File: src/rtl/elevator_motion_ctrl_if.sv
// Arbiter <-> motion controller bundle: target floor in, direction/floor/done back.
// Carries door_obstruct only when ELEVATOR_DOOR_SENSOR_EN is defined.
interface elevator_motion_ctrl_if #(
  parameter int FLOORS_NUM = 5
);
  localparam int W = $clog2(FLOORS_NUM);

  logic [W-1:0]          req_floor;
  logic                  req_here;
  logic                  up;
  logic                  down;
  logic [W-1:0]          curr_floor;
  logic [FLOORS_NUM-1:0] request_done;
  logic                  motor_up;
  logic                  motor_down;
  logic                  door_open;
`ifdef ELEVATOR_DOOR_SENSOR_EN
  logic                  door_obstruct;
`endif

  modport master (
    output req_floor, req_here,
`ifdef ELEVATOR_DOOR_SENSOR_EN
    output door_obstruct,
`endif
    input  up, down, curr_floor, request_done,
    input  motor_up, motor_down, door_open
  );

  modport slave (
    input  req_floor, req_here,
`ifdef ELEVATOR_DOOR_SENSOR_EN
    input  door_obstruct,
`endif
    output up, down, curr_floor, request_done,
    output motor_up, motor_down, door_open
  );
endinterface

File: src/rtl/elevator_motion_ctrl.sv
// Elevator motion/door Moore FSM with shared travel/door timer.
// ELEVATOR_DOOR_SENSOR_EN adds door_obstruct, which holds the door open.
module elevator_motion_ctrl #(
  parameter int FLOORS_NUM          = 5,
  parameter int FLOOR_TRAVEL_CYCLES = 4,
  parameter int DOOR_OPEN_CYCLES    = 6
) (
  input logic                 clk,
  input logic                 rst,
  elevator_motion_ctrl_if.slave bus
);
  localparam int W    = $clog2(FLOORS_NUM);
  localparam int MAXC = (FLOOR_TRAVEL_CYCLES > DOOR_OPEN_CYCLES) ?
                        FLOOR_TRAVEL_CYCLES : DOOR_OPEN_CYCLES;
  localparam int CW   = $clog2(MAXC + 1);

  localparam logic [CW-1:0] TRAVEL_LAST = CW'(FLOOR_TRAVEL_CYCLES - 1);
  localparam logic [CW-1:0] DOOR_LAST   = CW'(DOOR_OPEN_CYCLES - 1);
  localparam logic [W-1:0]  TOP         = W'(FLOORS_NUM - 1);
  localparam logic [W-1:0]  BOTTOM      = '0;
  localparam logic [FLOORS_NUM-1:0] ONE = FLOORS_NUM'(1);

  typedef enum logic [1:0] {
    IDLE, MOVE_UP, MOVE_DOWN, DOOR
  } state_t;

  state_t                state;
  logic [CW-1:0]         cnt;
  logic [W-1:0]          floor;
  logic                  up_q;
  logic                  down_q;
  logic [FLOORS_NUM-1:0] done;
  logic [W-1:0]          nf_up;
  logic [W-1:0]          nf_dn;
  logic                  obstruct;

  assign nf_up = floor + 1'b1;
  assign nf_dn = floor - 1'b1;

`ifdef ELEVATOR_DOOR_SENSOR_EN
  assign obstruct = bus.door_obstruct;
`else
  assign obstruct = 1'b0;
`endif

  always_ff @(posedge clk) begin
    if (rst) begin
      state  <= IDLE;
      cnt    <= '0;
      floor  <= '0;
      up_q   <= 1'b0;
      down_q <= 1'b0;
      done   <= '0;
    end else begin
      done <= '0;
      unique case (state)
        IDLE: begin
          up_q   <= 1'b0;
          down_q <= 1'b0;
          cnt    <= '0;
          if (bus.req_floor > floor) begin
            state <= MOVE_UP;
            up_q  <= 1'b1;
          end else if (bus.req_floor < floor) begin
            state  <= MOVE_DOWN;
            down_q <= 1'b1;
          end else if (bus.req_here) begin
            state <= DOOR;
            done  <= ONE << floor;
          end
        end
        MOVE_UP: begin
          if (floor == TOP) begin
            state <= IDLE;
            up_q  <= 1'b0;
            cnt   <= '0;
          end else if (cnt == TRAVEL_LAST) begin
            cnt   <= '0;
            floor <= nf_up;
            // req_floor sampled at arrival so a nearer late request wins
            if (bus.req_floor == nf_up) begin
              state <= DOOR;
              done  <= ONE << nf_up;
            end else if (nf_up == TOP) begin
              state <= IDLE;
              up_q  <= 1'b0;
            end
          end else begin
            cnt <= cnt + 1'b1;
          end
        end
        MOVE_DOWN: begin
          if (floor == BOTTOM) begin
            state  <= IDLE;
            down_q <= 1'b0;
            cnt    <= '0;
          end else if (cnt == TRAVEL_LAST) begin
            cnt   <= '0;
            floor <= nf_dn;
            if (bus.req_floor == nf_dn) begin
              state <= DOOR;
              done  <= ONE << nf_dn;
            end else if (nf_dn == BOTTOM) begin
              state  <= IDLE;
              down_q <= 1'b0;
            end
          end else begin
            cnt <= cnt + 1'b1;
          end
        end
        DOOR: begin
          if (obstruct) begin
            cnt <= '0;
          end else if (cnt == DOOR_LAST) begin
            cnt <= '0;
            if (up_q && bus.req_floor > floor) begin
              state <= MOVE_UP;
            end else if (down_q && bus.req_floor < floor) begin
              state <= MOVE_DOWN;
            end else begin
              state  <= IDLE;
              up_q   <= 1'b0;
              down_q <= 1'b0;
            end
          end else begin
            cnt <= cnt + 1'b1;
          end
        end
        default: begin
          state <= IDLE;
          cnt   <= '0;
        end
      endcase
    end
  end

  assign bus.up           = up_q;
  assign bus.down         = down_q;
  assign bus.curr_floor   = floor;
  assign bus.request_done = done;
  assign bus.motor_up     = (state == MOVE_UP);
  assign bus.motor_down   = (state == MOVE_DOWN);
  assign bus.door_open    = (state == DOOR);
endmodule

File: src/flat_wrapper.sv
// flat-port wrapper written by rule: the top's interface ports become plain ports
module elevator_motion_ctrl_flat 
#(
  parameter int FLOORS_NUM          = 5,
  parameter int FLOOR_TRAVEL_CYCLES = 4,
  parameter int DOOR_OPEN_CYCLES    = 6
)
  (clk, rst, bus_req_floor, bus_req_here, bus_up, bus_down, bus_curr_floor, bus_request_done, bus_motor_up, bus_motor_down, bus_door_open);
  elevator_motion_ctrl_if #(.FLOORS_NUM(FLOORS_NUM)) bus_i ();
  input logic clk;
  input logic rst;
  input wire logic [$bits(bus_i.req_floor)-1:0] bus_req_floor;
  input wire logic [$bits(bus_i.req_here)-1:0] bus_req_here;
  output wire logic [$bits(bus_i.up)-1:0] bus_up;
  output wire logic [$bits(bus_i.down)-1:0] bus_down;
  output wire logic [$bits(bus_i.curr_floor)-1:0] bus_curr_floor;
  output wire logic [$bits(bus_i.request_done)-1:0] bus_request_done;
  output wire logic [$bits(bus_i.motor_up)-1:0] bus_motor_up;
  output wire logic [$bits(bus_i.motor_down)-1:0] bus_motor_down;
  output wire logic [$bits(bus_i.door_open)-1:0] bus_door_open;
  assign bus_i.req_floor = bus_req_floor;
  assign bus_i.req_here = bus_req_here;
  assign bus_up = bus_i.up;
  assign bus_down = bus_i.down;
  assign bus_curr_floor = bus_i.curr_floor;
  assign bus_request_done = bus_i.request_done;
  assign bus_motor_up = bus_i.motor_up;
  assign bus_motor_down = bus_i.motor_down;
  assign bus_door_open = bus_i.door_open;
  elevator_motion_ctrl #(.FLOORS_NUM(FLOORS_NUM), .FLOOR_TRAVEL_CYCLES(FLOOR_TRAVEL_CYCLES), .DOOR_OPEN_CYCLES(DOOR_OPEN_CYCLES)) u_core (.clk(clk), .rst(rst), .bus(bus_i));
endmodule
File: config.mk
export PLATFORM = sky130hd
export DESIGN_NAME = elevator_motion_ctrl_flat
export DESIGN_NICKNAME = d
export VERILOG_FILES = /design/src/rtl/elevator_motion_ctrl_if.sv /design/src/rtl/elevator_motion_ctrl.sv /design/src/flat_wrapper.sv
export SDC_FILE = /design/constraint.sdc
export NUM_CORES = 1
export LEC_CHECK = 0
export CORE_ASPECT_RATIO = 0.5
export CORE_MARGIN = 4
export CORE_UTILIZATION = 45
export DETAILED_ROUTE_END_ITERATION = 6
export GPL_ROUTABILITY_DRIVEN = 0
export GPL_TIMING_DRIVEN = 0
export PLACE_DENSITY = 0.78
export SKIP_LAST_GASP = 1
export SYNTH_ARGS = -nofsm -noshare
export SYNTH_HDL_FRONTEND = slang
export SYNTH_SLANG_ARGS = --single-unit
File: constraint.sdc
create_clock -name clk -period 2.8 [get_ports clk]
set_clock_uncertainty 0.15 [all_clocks]
set_input_delay 0.7 -clock clk [delete_from_list [all_inputs] [get_ports clk]]
set_output_delay 0.7 -clock clk [all_outputs]
set_load 0.02 [all_outputs]
==> results of run 1 <==
routing by layer:
| layer | track usage | up-vias | part of all wire |
|---|---|---|---|
| li1 | - | 599 | - |
| met1 | 0.265 | 554 | 0.48 |
| met2 | 0.280 | 53 | 0.43 |
| met3 | 0.0478 | 2 | 0.083 |
| met4 | 0.0293 | 0 | 0.0062 |
| met5 | 0 | - | 0 |
path summary, 6_finish.rpt:
| check | startpoint | endpoint | slack [ns] |
|---|---|---|---|
| setup / recovery | bus_req_floor[1] | u_core.state[1] | 0.09 |
| hold / removal | u_core.cnt[0] | u_core.cnt[0] | 0.30 |
| setup reg to reg | u_core.bus.curr_floor[0] | u_core.bus.request_done[3] | 0.28 |
| hold reg to reg | u_core.cnt[0] | u_core.cnt[0] | 0.30 |
cell usage after synthesis, types with 2 or more instances:
master	number
mux2i_1	3
nor3b_1	2
and3_1	3
nand3_1	2
clkbuf_1	3
nor3_1	3
buf_2	2
xnor2_1	3
ha_1	14
nand2b_1	8
dfxtp_1	15
inv_1	10
a222oi_1	2
nand3b_1	5
nor2_1	11
a21oi_1	13
a31oi_1	3
nand4_1	3
o21ai_0	3
a311oi_1	4
nand2_1	12
a22oi_1	2
xor2_1	2
layout make-up:
class / instances / share of cell area
flip-flops and latches: 15 / 0.196
inverters: 11 / 0.0269
multi-input cells: 119 / 0.575
clock buffers: 3 / 0.0269
clock inverters: 1 / 0.00326
plain buffers: 7 / 0.0252
well taps: 37 / 0.0301
repair buffers: 18 / 0.116
what timing repair did:
item                                    in CTS  in global routing
hold buffers                                 0                  0
gates resized for setup                      1                  4
endpoints found under the hold margin        0                  0
endpoints found under the setup margin       1                  6
kinds of logic after synthesis:
kind of cell | after synthesis | share of synthesized area
DFF | 15 | 0.240
buffers and inverters | 18 | 0.0621
AOI/OAI and AO/OA | 37 | 0.211
and+or+nand+nor | 59 | 0.269
muxes | 3 | 0.0240
xor gates and xnor gates | 6 | 0.0531
adders and majority gates | 14 | 0.140
report_power, final:
| group | internal, uW | leakage [uW] | switching, uW | total (uW) |
|---|---|---|---|---|
| logic | 181 | 0.000445 | 224 | 404 |
| clock network | 98.5 | 0.0000255 | 77.2 | 176 |
| registers | 239 | 0.000122 | 24.7 | 264 |
worst max-delay path: stages:
cell             delay (ns)
clkdlybuf4s50_1        0.45
ha_1                   0.33
nand3b_1               0.11
and2_1                 0.15
clkbuf_1               0.16
o32a_1                 0.39
and2_4                 0.17
a311oi_1               0.24
state kept, by name (all words and copies together), names as in the netlist:
name and count:
u_core.bus.up 1, u_core.bus.down 1, u_core.cnt 3, u_core.state 2
u_core.bus.request_done 5, u_core.bus.curr_floor 3
through the flow:
stage	setup TNS, ns	setup WS, ns
after floorplan	0	0.381
after global placement	-1.10	-0.227
after detailed placement	-1.32	-0.302
after CTS	0	0.0994
after global routing	0	0.0104
final	0	0.0904
==> flow_summary.yaml, run 1 <==
logic_synthesis:
  synth_edf_count: 0
  synth_area_leaders: "dfxtp_1, ha_1, a21oi_1, nand2b_1, nand2_1"
  synth_cell_type_count: 47
  yosys_warnings: 0
  avgSynthCellArea_um2: 8.22
  synthArstFlopShare: 0
  syn_nets: 172
  ys_seq_area_frac: 0.240
  synth_top_area_frac: 0.240
  synthFlopType: "dfxtp_1"
  synth_seq_cells: 15
  synth_cells: 152
  syn_area_mm2: 0.00125
  synth_top_cell_by_area: "dfxtp_1"
final_layout:
  fin_util: 0.587
  antenna_cells: 0
  multi_input_comb_area_um2: 883
  final_common_cell: "clkdlybuf4s50_1"
  finalInstanceArea_mm2: 0.00154
  final_cells: 211
  nNetsFinal: 195
  fillers: 243
  drive_above_1_share: 0.0920
  syn_to_final_growth_pct: 22.9
  final_cell_mix: "clkdlybuf4s50_1, ha_1, dfxtp_1"
  ff_latch_area_um2: 302
setup_path:
  critPathMaxFanout: 6
  startpoint_type: "input port"
  worstRegToRegCells: 7
  cp-end-kind: "flip-flop"
  cp_data_arrival_time_ns: 2.71
  cp_data_required_time_ns: 2.80
  crit_type: "input port to flip-flop"
clock_tree:
  path_clk_slew_ns: 0.06
  cts-root-buf: "clkbuf_8"
  cts.htree.levels: 1
  cts_setup_buffers: 0
  cts_sinks: 15
  cts_tree: "yes"
  cts_made_buffers: 3
  clk_latency_ns: 0.25
  clockBufferDepth: 2
drt:
  routed_via_density: 5.73
  drtIter0Drc: 136
  dr.pass1.iters: 4
  post-route-drc-count: 0
  vias: 1208
  avgRoutedWirePerCell_um: 14.6
  routed_wirelength_um: 3090
  drtAntennaViolNets: 0
timing:
  hold_viol_final: 0
  fmax_mhz: 369
  hold-worst-slack_ns: 0.303
  period_needed_ns: 2.71
  min_period_over_period: 0.968
  slew_violations: 0
  rsz0062_at_grt: "false"
  slew_headroom: 0.675
  tightest_slew_ns: 0.487
  finalSetupViolCount: 0
place:
  dpl_cell_area_mm2: 0.00148
  dp_cells: 207
  io_buffers: 18
  dpl.hpwl_um: 2390
grt:
  grt_overflow_total: 0
  grt_first_pass_wirelength_um: 5150
  grt_max_degree: 11
  antenna_found_initial: 0
  grtUsageTotal: 0.184
  first_global_vias: 1102
die:
  coreArea_mm2: 0.00262
  pin_count: 19
  rows: 13
  die_w_um: 82.5
  die_y_um: 45.3
  die-area_mm2: 0.00374
  initial_core_util: 0.477
worst_hold_path:
  hold_depth: 1
  hold_class: "flip-flop to flip-flop"
power:
  power_density_mw_per_mm2: 549
  power.leakage_uw: 0.000593
  finalPower_uw: 844
  peakVddDrop_mv: 0.267
outcome:
  status: "completed"
job:
  max_cap_viol_count: 0
(Power assumes the default switching activity.)
==> run 2: changes to the inputs <==
- CAP_MARGIN: not set -> 20
- CTS_BUF_LIST: not set -> sky130_fd_sc_hd__clkbuf_4 sky130_fd_sc_hd__clkbuf_8
==> results of run 2 <==
The final DEF is identical to that of run 1; final timing and power are the same.
==> run 3: changes to the inputs <==
- CELL_PAD_IN_SITES_DETAIL_PLACEMENT: not set -> 1
- CELL_PAD_IN_SITES_GLOBAL_PLACEMENT: not set -> 1
- CORE_UTILIZATION: 45 -> 41
- PLACE_DENSITY: 0.78 -> 0.91
==> run 3 against run 2 <==
Against the previous run: via count up 4.5%; sequential power about the same; sequential share of layout area is essentially flat; fmax decreased by 0.18%; highest routed layer unchanged.
==> flow_summary.yaml, run 3 (synthesis results as in run 1) <==
drt:
  avgRoutedWirePerCell_um: 18.4
  drtAntennaViolNets: 0
  routed_via_density: 5.98
  post-route-drc-count: 0
  vias: 1262
  routed_wirelength_um: 3870
  dr.pass1.iters: 5
  drtIter0Drc: 89
setup_path:
  critPathMaxFanout: 4
  cp_data_arrival_time_ns: 2.71
  startpoint_type: "input port"
  crit_type: "input port to flip-flop"
  cp-endpoint: "u_core.state[1]"
  cp-end-kind: "flip-flop"
  regToRegEndpoint: "u_core.bus.request_done[3]"
  cp_data_required_time_ns: 2.80
  worstRegToRegCells: 7
  startpoint: "bus_req_floor[0]"
  r2r-start: "u_core.bus.curr_floor[0]"
  reg2reg_slack_ns: 0.23
timing:
  hold_viol_final: 0
  finalSetupViolCount: 0
  tightest_slew_ns: 0.473
  hold-worst-slack_ns: 0.311
  slew_headroom: 0.685
  fmax_mhz: 368
  worst_slack_ns: 0.0856
  slew_violations: 0
  period_needed_ns: 2.71
  fin_tns_setup_ns: 0
  min_period_over_period: 0.969
final_layout:
  final_common_cell: "clkdlybuf4s50_1"
  drive_above_1_share: 0.0920
  final_cell_mix: "clkdlybuf4s50_1, ha_1, dfxtp_1"
  syn_to_final_growth_pct: 23.1
  fin_util: 0.560
  nNetsFinal: 195
  antenna_cells: 0
  fillers: 325
  largest_reg_flops: 5
  final_cells: 211
grt:
  antenna_found_initial: 0
  grt_first_pass_wirelength_um: 6290
  grt_overflow_total: 0
  grtUsageTotal: 0.205
  first_global_vias: 1326
  grt_max_degree: 11
job:
  max_cap_viol_count: 0
die:
  initial_core_util: 0.455
  die_y_um: 47.0
  rows: 13
  coreArea_mm2: 0.00275
  pin_count: 19
  die-area_mm2: 0.00405
  die_w_um: 86.1
place:
  dpl.hpwl_um: 3020
  pre_cts_ws_ns: -0.304
  io_buffers: 18
  dp_cells: 207
outcome:
  status: "completed"
clock_tree:
  cts_made_buffers: 3
  path_clk_slew_ns: 0.06
  cts_sinks: 15
  clk_latency_ns: 0.25
  cts_tree: "yes"
  cts.htree.levels: 1
  clockBufferDepth: 2
  cts-root-buf: "clkbuf_8"
worst_hold_path:
  hold_class: "flip-flop to flip-flop"
power:
  peakVddDrop_mv: 0.264
  power_density_mw_per_mm2: 571
  power.leakage_uw: 0.000593
## run 3: where the power goes
part / internal, uW / switching, uW
logic: 181 / 245
clock network: 110 / 75.3
registers: 239 / 28.0
total: 531 / 348
## run 3: how the worst min path moves through the flow
stage,endpoint,cells after the start,start,slack [ns]
CTS,u_core.cnt[0],1,u_core.cnt[0],0.31
finish,u_core.cnt[0],1,u_core.cnt[0],0.31
global route,u_core.cnt[0],1,u_core.cnt[0],0.36
detailed placement,u_core.cnt[0],1,u_core.cnt[0],0.30
global placement,u_core.cnt[0],1,u_core.cnt[0],0.28
floorplan,u_core.cnt[0],1,u_core.cnt[0],0.27
## run 3: layer usage
layer | wire [um] | part of all wire | track usage | vias up
met1 | 1860 | 0.48 | 0.257 | 616
met2 | 1760 | 0.46 | 0.371 | 41
met4 | 58 | 0.015 | 0.0536 | 0
met5 | 0 | 0 | 0 | -
li1 | - | - | - | 597
met3 | 190 | 0.049 | 0.0438 | 8
## run 3: critical path, stage by stage
cell	delay (ns)
clkdlybuf4s50_1	0.45
inv_1	0.05
ha_1	0.35
and3_1	0.26
nand2_1	0.12
o32a_1	0.39
and2_4	0.17
a311oi_1	0.22
## run 3: per-stage QoR
step | power, uW | cell area [um^2]
after floorplan | 546 | 1250
after global placement | 663 | 1480
after detailed placement | 684 | 1480
after CTS | 874 | 1520
after global routing | 924 | 1540
final | 878 | 1540
## run 3: layout make-up
class,instances,area (um^2),area share
plain buffers,7,38.8,0.0252
clock buffers,4,48.8,0.0317
inverters,11,41.3,0.0268
multi-input cells,119,883,0.574
flip-flops and latches,15,302,0.196
well taps,37,46.3,0.0301
repair buffers,18,179,0.116
## run 3: timing repair
action                                  in CTS  in global routing
gates cloned                                 0                  0
endpoints found under the setup margin       5                  6
resized for setup                            1                  4
buffers inserted                             0                  0
hold buffers                                 0                  0
pin swaps                                    0                  1
